**config.mk**
```make
export PLATFORM = sky130hd
export DESIGN_NAME = walk_req_scheduler
export DESIGN_NICKNAME = d
export VERILOG_FILES = /design/src/rtl/walk_sched_pkg.sv /design/src/rtl/rr_arbiter.sv /design/src/rtl/walk_req_scheduler.sv
export SDC_FILE = /design/constraint.sdc
export NUM_CORES = 1
export LEC_CHECK = 0
export ABC_CLOCK_PERIOD_IN_PS = 4600
export CAP_MARGIN = 15
export CORE_MARGIN = 10
export CORE_UTILIZATION = 55
export CTS_BUF_LIST = sky130_fd_sc_hd__clkbuf_4
export CTS_CLUSTER_SIZE = 10
export DETAILED_ROUTE_END_ITERATION = 10
export GPL_TIMING_DRIVEN = 1
export PLACE_DENSITY = 0.83
export SLEW_MARGIN = 20
export SYNTH_ARGS = -nofsm -noshare
export SYNTH_HDL_FRONTEND = slang
export SYNTH_SLANG_ARGS = --single-unit
```
**constraint.sdc**
```tcl
create_clock -name i_clk -period 4.6 [get_ports i_clk]
set_input_delay 0.92 -clock i_clk [delete_from_list [all_inputs] [get_ports i_clk]]
set_output_delay 0.92 -clock i_clk [all_outputs]
set_load 0.02 [all_outputs]
```
**src/rtl/walk_sched_pkg.sv**
```systemverilog
// rtl/walk_sched_pkg.sv - shared types and defaults for the walk request scheduler
// Purpose: scheduler state encoding, default timing constants and a small
//          helper used to size the shared timer.
package walk_sched_pkg;

  typedef enum logic [2:0] {
    IDLE      = 3'd0,
    START     = 3'd1,
    WAIT_BUSY = 3'd2,
    RUN       = 3'd3,
    GAP       = 3'd4
  } state_t;

  localparam int DEF_BUSY_TIMEOUT = 8;
  localparam int DEF_GAP_CYCLES   = 4;

  function automatic int max_int(input int a, input int b);
    return (a > b) ? a : b;
  endfunction

endpackage

```
**src/rtl/rr_arbiter.sv**
```systemverilog
// rtl/rr_arbiter.sv - combinational round-robin pick over a pending vector
// Purpose: choose the first pending requester after the pointer, wrapping.
// Ports:
//   i_pending  N_REQ bits   requests eligible for a grant
//   i_ptr      IW bits      last winner; search starts one past it
//   o_grant    N_REQ bits   one-hot winner (zero when nothing pending)
//   o_idx      IW bits      binary winner index
//   o_any      1 bit        any requester pending
module rr_arbiter #(
  parameter int N_REQ = 4
) (
  input  logic [N_REQ-1:0]         i_pending,
  input  logic [$clog2(N_REQ)-1:0] i_ptr,
  output logic [N_REQ-1:0]         o_grant,
  output logic [$clog2(N_REQ)-1:0] o_idx,
  output logic                     o_any
);

  localparam int IW = $clog2(N_REQ);

  logic [IW-1:0] cand;

  // Walk ptr+1 .. ptr+N_REQ (mod N_REQ); the first hit is latched by o_any.
  always_comb begin
    cand    = '0;
    o_grant = '0;
    o_idx   = '0;
    o_any   = 1'b0;
    for (int k = 1; k <= N_REQ; k++) begin
      cand = IW'((int'(i_ptr) + k) % N_REQ);
      if (!o_any && i_pending[cand]) begin
        o_any         = 1'b1;
        o_grant[cand] = 1'b1;
        o_idx         = cand;
      end
    end
  end

endmodule

```
**src/rtl/walk_req_scheduler.sv**
```systemverilog
// rtl/walk_req_scheduler.sv - round-robin sharing of one LED walker between buttons
// Purpose: synchronise and edge-detect raw buttons, latch pending requests,
//          grant them one at a time and sequence the walker's start/busy pair.
// Ports:
//   i_clk, i_rst_n  clock, asynchronous active-low reset
//   i_req           raw asynchronous button levels
//   i_busy          walker busy flag (i_clk domain)
//   o_start         one-cycle start pulse to the walker
//   o_grant         one-hot owner of the current walk, zero when idle
//   o_grant_id      index of the last granted requester
//   o_pending       latched requests not yet granted
//   o_active        high whenever the scheduler is not idle
module walk_req_scheduler
  import walk_sched_pkg::*;
#(
  parameter int N_REQ        = 4,
  parameter int BUSY_TIMEOUT = DEF_BUSY_TIMEOUT,
  parameter int GAP_CYCLES   = DEF_GAP_CYCLES
) (
  input  logic                     i_clk,
  input  logic                     i_rst_n,
  input  logic [N_REQ-1:0]         i_req,
  input  logic                     i_busy,
  output logic                     o_start,
  output logic [N_REQ-1:0]         o_grant,
  output logic [$clog2(N_REQ)-1:0] o_grant_id,
  output logic [N_REQ-1:0]         o_pending,
  output logic                     o_active
);

  localparam int IW   = $clog2(N_REQ);
  localparam int TMAX = max_int(BUSY_TIMEOUT, GAP_CYCLES);
  localparam int TW   = $clog2(TMAX + 1);

  localparam logic [TW-1:0] BUSY_LAST = TW'(BUSY_TIMEOUT - 1);
  localparam logic [TW-1:0] GAP_LAST  = TW'(GAP_CYCLES - 1);
  localparam logic [TW-1:0] T_SAT     = TW'(TMAX);
  localparam logic [IW-1:0] PTR_RST   = IW'(N_REQ - 1);

  logic [N_REQ-1:0] sync1_q, sync2_q, last_q;
  logic [N_REQ-1:0] pend_q, pend_d;
  logic [N_REQ-1:0] rise, clr;

  state_t           state_q;
  logic [N_REQ-1:0] grant_q;
  logic [IW-1:0]    ptr_q;
  logic             start_q;
  logic [TW-1:0]    tmr_q, tmr_inc;

  logic [N_REQ-1:0] arb_grant;
  logic [IW-1:0]    arb_idx;
  logic             arb_any;
  logic             take;

  rr_arbiter #(.N_REQ(N_REQ)) u_arb (
    .i_pending (pend_q),
    .i_ptr     (ptr_q),
    .o_grant   (arb_grant),
    .o_idx     (arb_idx),
    .o_any     (arb_any)
  );

  assign rise = sync2_q & ~last_q;
  // A walker already running elsewhere blocks new grants from IDLE.
  assign take = (state_q == IDLE) && arb_any && !i_busy;
  assign clr  = take ? arb_grant : '0;
  // Set after clear: an edge coinciding with the grant re-queues the request.
  assign pend_d  = (pend_q & ~clr) | rise;
  assign tmr_inc = (tmr_q == T_SAT) ? tmr_q : tmr_q + TW'(1);

  always_ff @(posedge i_clk or negedge i_rst_n) begin
    if (!i_rst_n) begin
      sync1_q <= '0;
      sync2_q <= '0;
      last_q  <= '0;
      pend_q  <= '0;
    end else begin
      sync1_q <= i_req;
      sync2_q <= sync1_q;
      last_q  <= sync2_q;
      pend_q  <= pend_d;
    end
  end

  // The round-robin pointer doubles as o_grant_id: both always hold the last winner.
  always_ff @(posedge i_clk or negedge i_rst_n) begin
    if (!i_rst_n) begin
      state_q <= IDLE;
      grant_q <= '0;
      ptr_q   <= PTR_RST;
      start_q <= 1'b0;
      tmr_q   <= '0;
    end else begin
      case (state_q)
        IDLE: begin
          if (take) begin
            state_q <= START;
            grant_q <= arb_grant;
            ptr_q   <= arb_idx;
            start_q <= 1'b1;
          end
        end
        START: begin
          state_q <= WAIT_BUSY;
          start_q <= 1'b0;
          tmr_q   <= '0;
        end
        WAIT_BUSY: begin
          if (i_busy) begin
            state_q <= RUN;
          end else if (tmr_q == BUSY_LAST) begin
            // Walker never answered: abandon this grant without re-queueing.
            state_q <= GAP;
            tmr_q   <= '0;
          end else begin
            tmr_q <= tmr_inc;
          end
        end
        RUN: begin
          if (!i_busy) begin
            state_q <= GAP;
            tmr_q   <= '0;
          end
        end
        GAP: begin
          if (tmr_q == GAP_LAST) begin
            state_q <= IDLE;
            grant_q <= '0;
          end else begin
            tmr_q <= tmr_inc;
          end
        end
        default: begin
          state_q <= IDLE;
          grant_q <= '0;
          start_q <= 1'b0;
          tmr_q   <= '0;
        end
      endcase
    end
  end

  assign o_start    = start_q;
  assign o_grant    = grant_q;
  assign o_grant_id = ptr_q;
  assign o_pending  = pend_q;
  assign o_active   = (state_q != IDLE);

endmodule
```
==> flow_summary.ini <==
[sta]
tightest_slew_ns = 0.524
setup_slack_ns = 1.60
setup_viol = 0
finalMaxSlewViolations = 0
tns_ns = 0
rsz0062_at_grt = false
max_clock_freq_mhz = 333
finalClockSkew_ns = 0.00897
hold-worst-slack_ns = 0.356
period_minus_slack_ns = 3.00
fin_crit_sh = 0.652
relSlewSlack = 0.651
hold_viol = 0

[global_routing]
overflow = 0
grt_antenna_before_repair = 0
groute.usage.overall = 0.128
grt_max_degree = 31
first_global_vias = 1347
grt_pass1_wl_microns = 6420

[setup_path]
cp.arrival_ns = 3.25
cp-start-kind = flop
critical_path_class = reg2reg
r2r-start = o_grant_id[0]
cp_data_required_time_ns = 4.85
reg2reg_to = o_grant[2]
crit_path_end_kind = flop
rrSetupSlack_ns = 1.60
crit_end = o_grant[2]
r2r.worst_path.cells = 7
crit_fanout = 24
startpoint = o_grant_id[0]

[floorplan]
io_pins = 19
initial_core_util = 0.580
rows = 20
dieHeight_microns = 77.0
die_x_microns = 77.0
die_area_sq_um = 5930
coreArea_sq_um = 3080

[drt]
postRouteAntennaNets = 0
wl_met1_microns = 1560
via_per_inst = 5.93
wl_met3_microns = 214
drt_iter0_markers = 203
firstDrtPassIters = 5
route.met2.wl_microns = 2000
vias = 1382
drc = 0
post_drt_wl_per_cell_microns = 16.4
drt_wl_total_microns = 3830
top_layer = met4

[placement]
post-place-ws_ns = 1.65
place_congestion = 0.994
detailed_place_hpwl_microns = 2820
numPortBuffers = 18

[power]
ir_drop_mv = 0.303
cellPowerDensity_nw_per_um2 = 609
total_power_uw = 1230
p_leak_uw = 0.000852

[finish]
drive_gt1_frac = 0.127
regArea_sq_um = 753
fillers = 267
layout.nets = 205
layout-area-overhead-vs-synth_pct = 13.0
diodes = 0
multiInputGateArea_sq_um = 943

[job]
max_cap_viol_count = 0

[synth]
synth.avg_cell_area_sq_um = 10.4
ys_types = 51
synth_edf_count = 0
synth_ff_type = dfrtp_1
yosysWarnings = 0
syn-instance-count = 172
synth-seq-cells = 30
syn-num-nets = 189
async_flop_share = 1.00
synth_area_sq_um = 1790
ys_seq_area_frac = 0.422

[outcome]
status = completed

[cts]
cts_buffers = 5
postCtsHoldBufs = 0
cts_max_path_buffers = 2
cts_sinks = 30
ctsResizeCount = 0
cts.reportedPaths.clkPinSlew_ns = 0.10
cts_tree = done
worstSkewPairLatency_ns = 0.33
post-cts-setup-buffers = 0
cts_root_buf = clkbuf_4
htreeDepth = 2

[min_path]
min_path_type = reg2reg
## cell type report
cell class / count / area share
multi-input cells: 125 / 0.467
flip-flops and latches: 30 / 0.373
repair buffers: 19 / 0.0929
well taps: 44 / 0.0273
clock buffers: 5 / 0.0186
inverters: 7 / 0.0130
clock inverters: 3 / 0.00805
## critical path: stages, from the launching register on
cell and delay, ns:
dfstp_2 0.81, inv_1 0.25, ha_1 0.51, mux4_2 0.49
o41a_1 0.49, o21ai_2 0.21, nand2_1 0.07, o21ai_1 0.08
## placed cells by master, fill, tap and decap left out, types with 5 or more instances in the layout
cell / Yosys / layout
clkdlybuf4s50_1: 0 / 18
dfrtp_1: 28 / 28
nor2_1: 8 / 8
clkbuf_4: 0 / 5
nand2b_1: 7 / 7
o22ai_1: 8 / 8
a21oi_1: 11 / 11
ha_1: 10 / 10
nand2_1: 13 / 13
nor2b_1: 8 / 8
inv_1: 7 / 7
## kinds of logic (layout without fill, tap and decap cells)
group / count (synthesis) / after routing / share of synthesized area
buffers and inverters: 17 / 34 / 0.0504
multiplexers: 10 / 10 / 0.0854
adder cells (fa/ha/maj): 10 / 10 / 0.0700
flip-flops: 30 / 30 / 0.422
AO/OA/AOI/OAI: 57 / 57 / 0.227
XOR/XNOR: 1 / 1 / 0.00490
AND/OR/NAND/NOR: 47 / 47 / 0.141
## routing by layer
| layer | vias to the layer above | GRT usage |
|---|---|---|
| li1 | 655 | - |
| met4 | 0 | 0.0365 |
| met3 | 7 | 0.0431 |
| met2 | 43 | 0.224 |
| met1 | 677 | 0.145 |
| met5 | - | 0 |
## where the power goes
group	internal [uW]	total, uW	leakage [uW]	switching (uW)
Combinational	302	643	0.000469	342
Clock	56.7	146	0.0000286	89.4
Sequential	325	440	0.000355	114
Total	684	1230	0.000852	545
## state kept, by name, summed over array words and instances (netlist names)
register / flops
o_grant: 4
last_q: 4
sync2_q: 4
tmr_q: 4
sync1_q: 4
o_pending: 4
o_grant_id: 2
o_start: 1
state_q: 3
## cells in the mapped netlist, types with 2 or more instances
library cell | count | share of area
nand2b_1 | 7 | 0.025
a211o_1 | 3 | 0.015
o21ai_0 | 4 | 0.011
mux2_2 | 2 | 0.013
clkbuf_2 | 2 | 0.0056
a22oi_1 | 4 | 0.017
ha_1 | 10 | 0.070
nor2b_1 | 8 | 0.028
or2b_1 | 2 | 0.0084
buf_2 | 4 | 0.011
a31oi_1 | 2 | 0.0070
a21bo_1 | 4 | 0.022
nand2_1 | 13 | 0.027
o31ai_1 | 2 | 0.0084
mux4_2 | 4 | 0.050
dfrtp_1 | 28 | 0.39
nor2_1 | 8 | 0.017
a21oi_1 | 11 | 0.031
o21ai_1 | 3 | 0.0084
dfstp_2 | 2 | 0.029
o22ai_1 | 8 | 0.028
or2_2 | 2 | 0.0070
buf_6 | 2 | 0.013
mux2i_1 | 4 | 0.022
inv_1 | 7 | 0.015
## per-stage QoR
stage,utilization,area [sq um],std cells
6_report,0.656,2020,233
5_1_grt,0.656,2020,233
4_1_cts,0.656,2020,233
3_5_place_dp,0.639,1970,225
3_3_place_gp,0.639,1970,225
2_1_floorplan,-,1790,172
## worst min-delay path by stage
stage	from	endpoint	slack, ns	cells after the start
after floorplan	sync1_q[0]	sync2_q[0]	0.33	0
after global placement	sync1_q[0]	sync2_q[0]	0.34	0
after detailed placement	sync1_q[3]	sync2_q[3]	0.34	0
after CTS	sync1_q[0]	sync2_q[0]	0.36	0
after global routing	sync1_q[1]	sync2_q[1]	0.38	0
final	sync1_q[0]	sync2_q[0]	0.36	0
No activity file was read; power rests on OpenSTA's default activity.
==> patch: new RTL, same settings <==
Re-encode `state_t` (5 states) as one-hot, 5 bits wide.
--- a/src/rtl/walk_sched_pkg.sv
+++ b/src/rtl/walk_sched_pkg.sv
@@ -4,10 +4,10 @@
 package walk_sched_pkg;
 
-  typedef enum logic [2:0] {
-    IDLE      = 3'd0,
-    START     = 3'd1,
-    WAIT_BUSY = 3'd2,
-    RUN       = 3'd3,
-    GAP       = 3'd4
+  typedef enum logic [4:0] {
+    IDLE      = 5'b00001,
+    START     = 5'b00010,
+    WAIT_BUSY = 5'b00100,
+    RUN       = 5'b01000,
+    GAP       = 5'b10000
   } state_t;
 
Behaviour: no difference found for any inputs over 10 cycles, from zero or initial values and one cycle with i_rst_n low; not proved beyond that.
==> patch against the original RTL <==
  * Core utilization decreased by 0.52 points
  * Total power up 21%
  * Sequential cell count grew 2
  * Highest routed layer unchanged
  * Synthesized area rose by 11%
  * First-iteration DRC count down 43%
  * Setup slack lost 0.0028 ns
  * Wire length grew 1.8%
  * Cell area is 10% higher
==> patch: results (changes against the original RTL) <==
synth_nets: 220  # +16%
port_buffers: 18  # unchanged
ctsLongestPathBuffers: 2  # unchanged
insertion_delay_ns: 0.34
synth.area.top_cells: "dfrtp_1 (37%), ha_1 (6.3%), o21ai_0 (4.6%), dfstp_2 (4.0%), nand2_1 (4.0%)"
crit_arrival_ns: 3.21  # -0.04 ns
gp_congestion: 0.9594  # -3.5%
antenna_found_initial: 0  # unchanged
post-cts-setup-buffers: 0  # unchanged
cts_hold_buf: 0  # unchanged
nets: 233  # +14%
synthArstFlopShare_pct: 100.0  # unchanged
holdPathStages: 0  # unchanged
gr-usage-all-layers_pct: 13.22  # +0.38 points
run_status: "complete, no violations"
vias: 1482  # +7.2%
min_from: "sync1_q[0]"
regMostFlops: "state_q"
whs_ns: 0.3556  # -0.0007230 ns
yosys-top-cells-count: "dfrtp_1 (29), nand2_1 (21), o21ai_0 (18)"
whs_endpoint: "sync2_q[0]"
r2r_end: "o_grant[0]"
p_leak_nw: 0.9367  # +9.9%
path_max_fanout: 25  # +4.2%
ys_types: 45  # -12%
cts-htree-levels: 2  # unchanged
via_per_inst: 5.635  # -5.0%
cp_slowest_cell: "dfstp_2"
drt_first_pass_iters: 4  # -1
clkTransAtPathRegs_ns: 0.10  # about the same
r2r_setup_slack_ns: 1.60  # about the same
ys_seq_area_share_pct: 40.67  # -1.5 points
drive_gt1_share_pct: 10.14  # -2.6 points
hpwl_um: 2737  # -3.0%
drt-total-wl_um: 3895  # +1.8%
syn_area_per_cell_sq_um: 9.745  # -6.2%
postPlaceCellArea_sq_mm: 0.002143  # +9.0%
critPathTopFamily: "flip-flops"
ir_worst_vdd_mv: 0.2833  # -6.4%
first_iter_violations: 115  # -43%
largest_reg_flops: 5
hold_path.class: "reg -> reg"
slew_viol_final: 0  # unchanged
yosys_warnings: 0  # unchanged
grt_pass1_vias: 1343  # -0.30%
dp_cells: 255  # +13%
max_stage_delay_ns: 0.80
grt_max_degree: 33  # +6.5%
fin_skew_ns: 0.008294  # -0.0006742 ns
grt_pass1_wl_um: 6603  # +2.9%
n_antenna_cell: 0  # unchanged
worst_pin_slew_ns: 0.4293  # -0.09428 ns
cts_buffers: 5  # unchanged
-- patch: cell types whose count changed after synthesis, sizes merged, moves of 5 or more --
cell and delta:
nand2 +8, a21bo -5, o21ai +11, inv +8, a22oi -5
-- patch: cell type report --
class | count | area, sq um
Fill cell | 298 | 1192
Multi-Input combinational cell | 143 | 1035
Sequential cell | 32 | 804.5
Timing Repair Buffer | 19 | 187.7
Inverter | 15 | 58.81
Tap cell | 46 | 57.56
Clock buffer | 6 | 45.04
Clock inverter | 2 | 35.03
-- patch: logic make-up after synthesis --
group	after synthesis	share of synthesized area, %
simple gates	69	19.80
compound gates	52	17.52
xor+xnor	3	1.329
buf+inv	28	7.021
mux	9	7.337
fa+ha+maj	10	6.325
flops	32	40.67
-- patch: through the flow --
step                setup slack (ns)  power, mW  utilization, %
finish                         1.599      1.487           65.09
global route                   1.349      1.613           65.09
CTS                            1.589      1.496           65.09
detailed placement             1.649      1.273           62.75
global placement               1.713      1.264           62.75
floorplan                      1.893      1.071               -
-- patch: layer usage --
metal	vias to the layer above	wire, um	global-route usage [%]
met5	-	0	0
met1	682	1828	17.77
met3	7	201	3.604
li1	753	-	-
met2	40	1792	18.78
met4	0	72	6.866
-- patch: power breakdown --
part	switching, mW	total (mW)	internal, mW
clock	0.0938	0.214	0.120
sequential	0.129	0.484	0.355
combinational	0.437	0.789	0.352
-- patch: worst max-delay path by stage --
stage | depth (start not counted) | to | start | slack (ns)
after floorplan | 10 | o_grant[0] | o_grant_id[1] | 1.89
after global placement | 7 | o_grant[3] | o_grant_id[0] | 1.71
after detailed placement | 7 | o_grant[0] | o_grant_id[0] | 1.65
after CTS | 7 | o_grant[0] | o_grant_id[0] | 1.59
after global routing | 7 | o_grant[0] | o_grant_id[0] | 1.35
final | 7 | o_grant[0] | o_grant_id[0] | 1.60
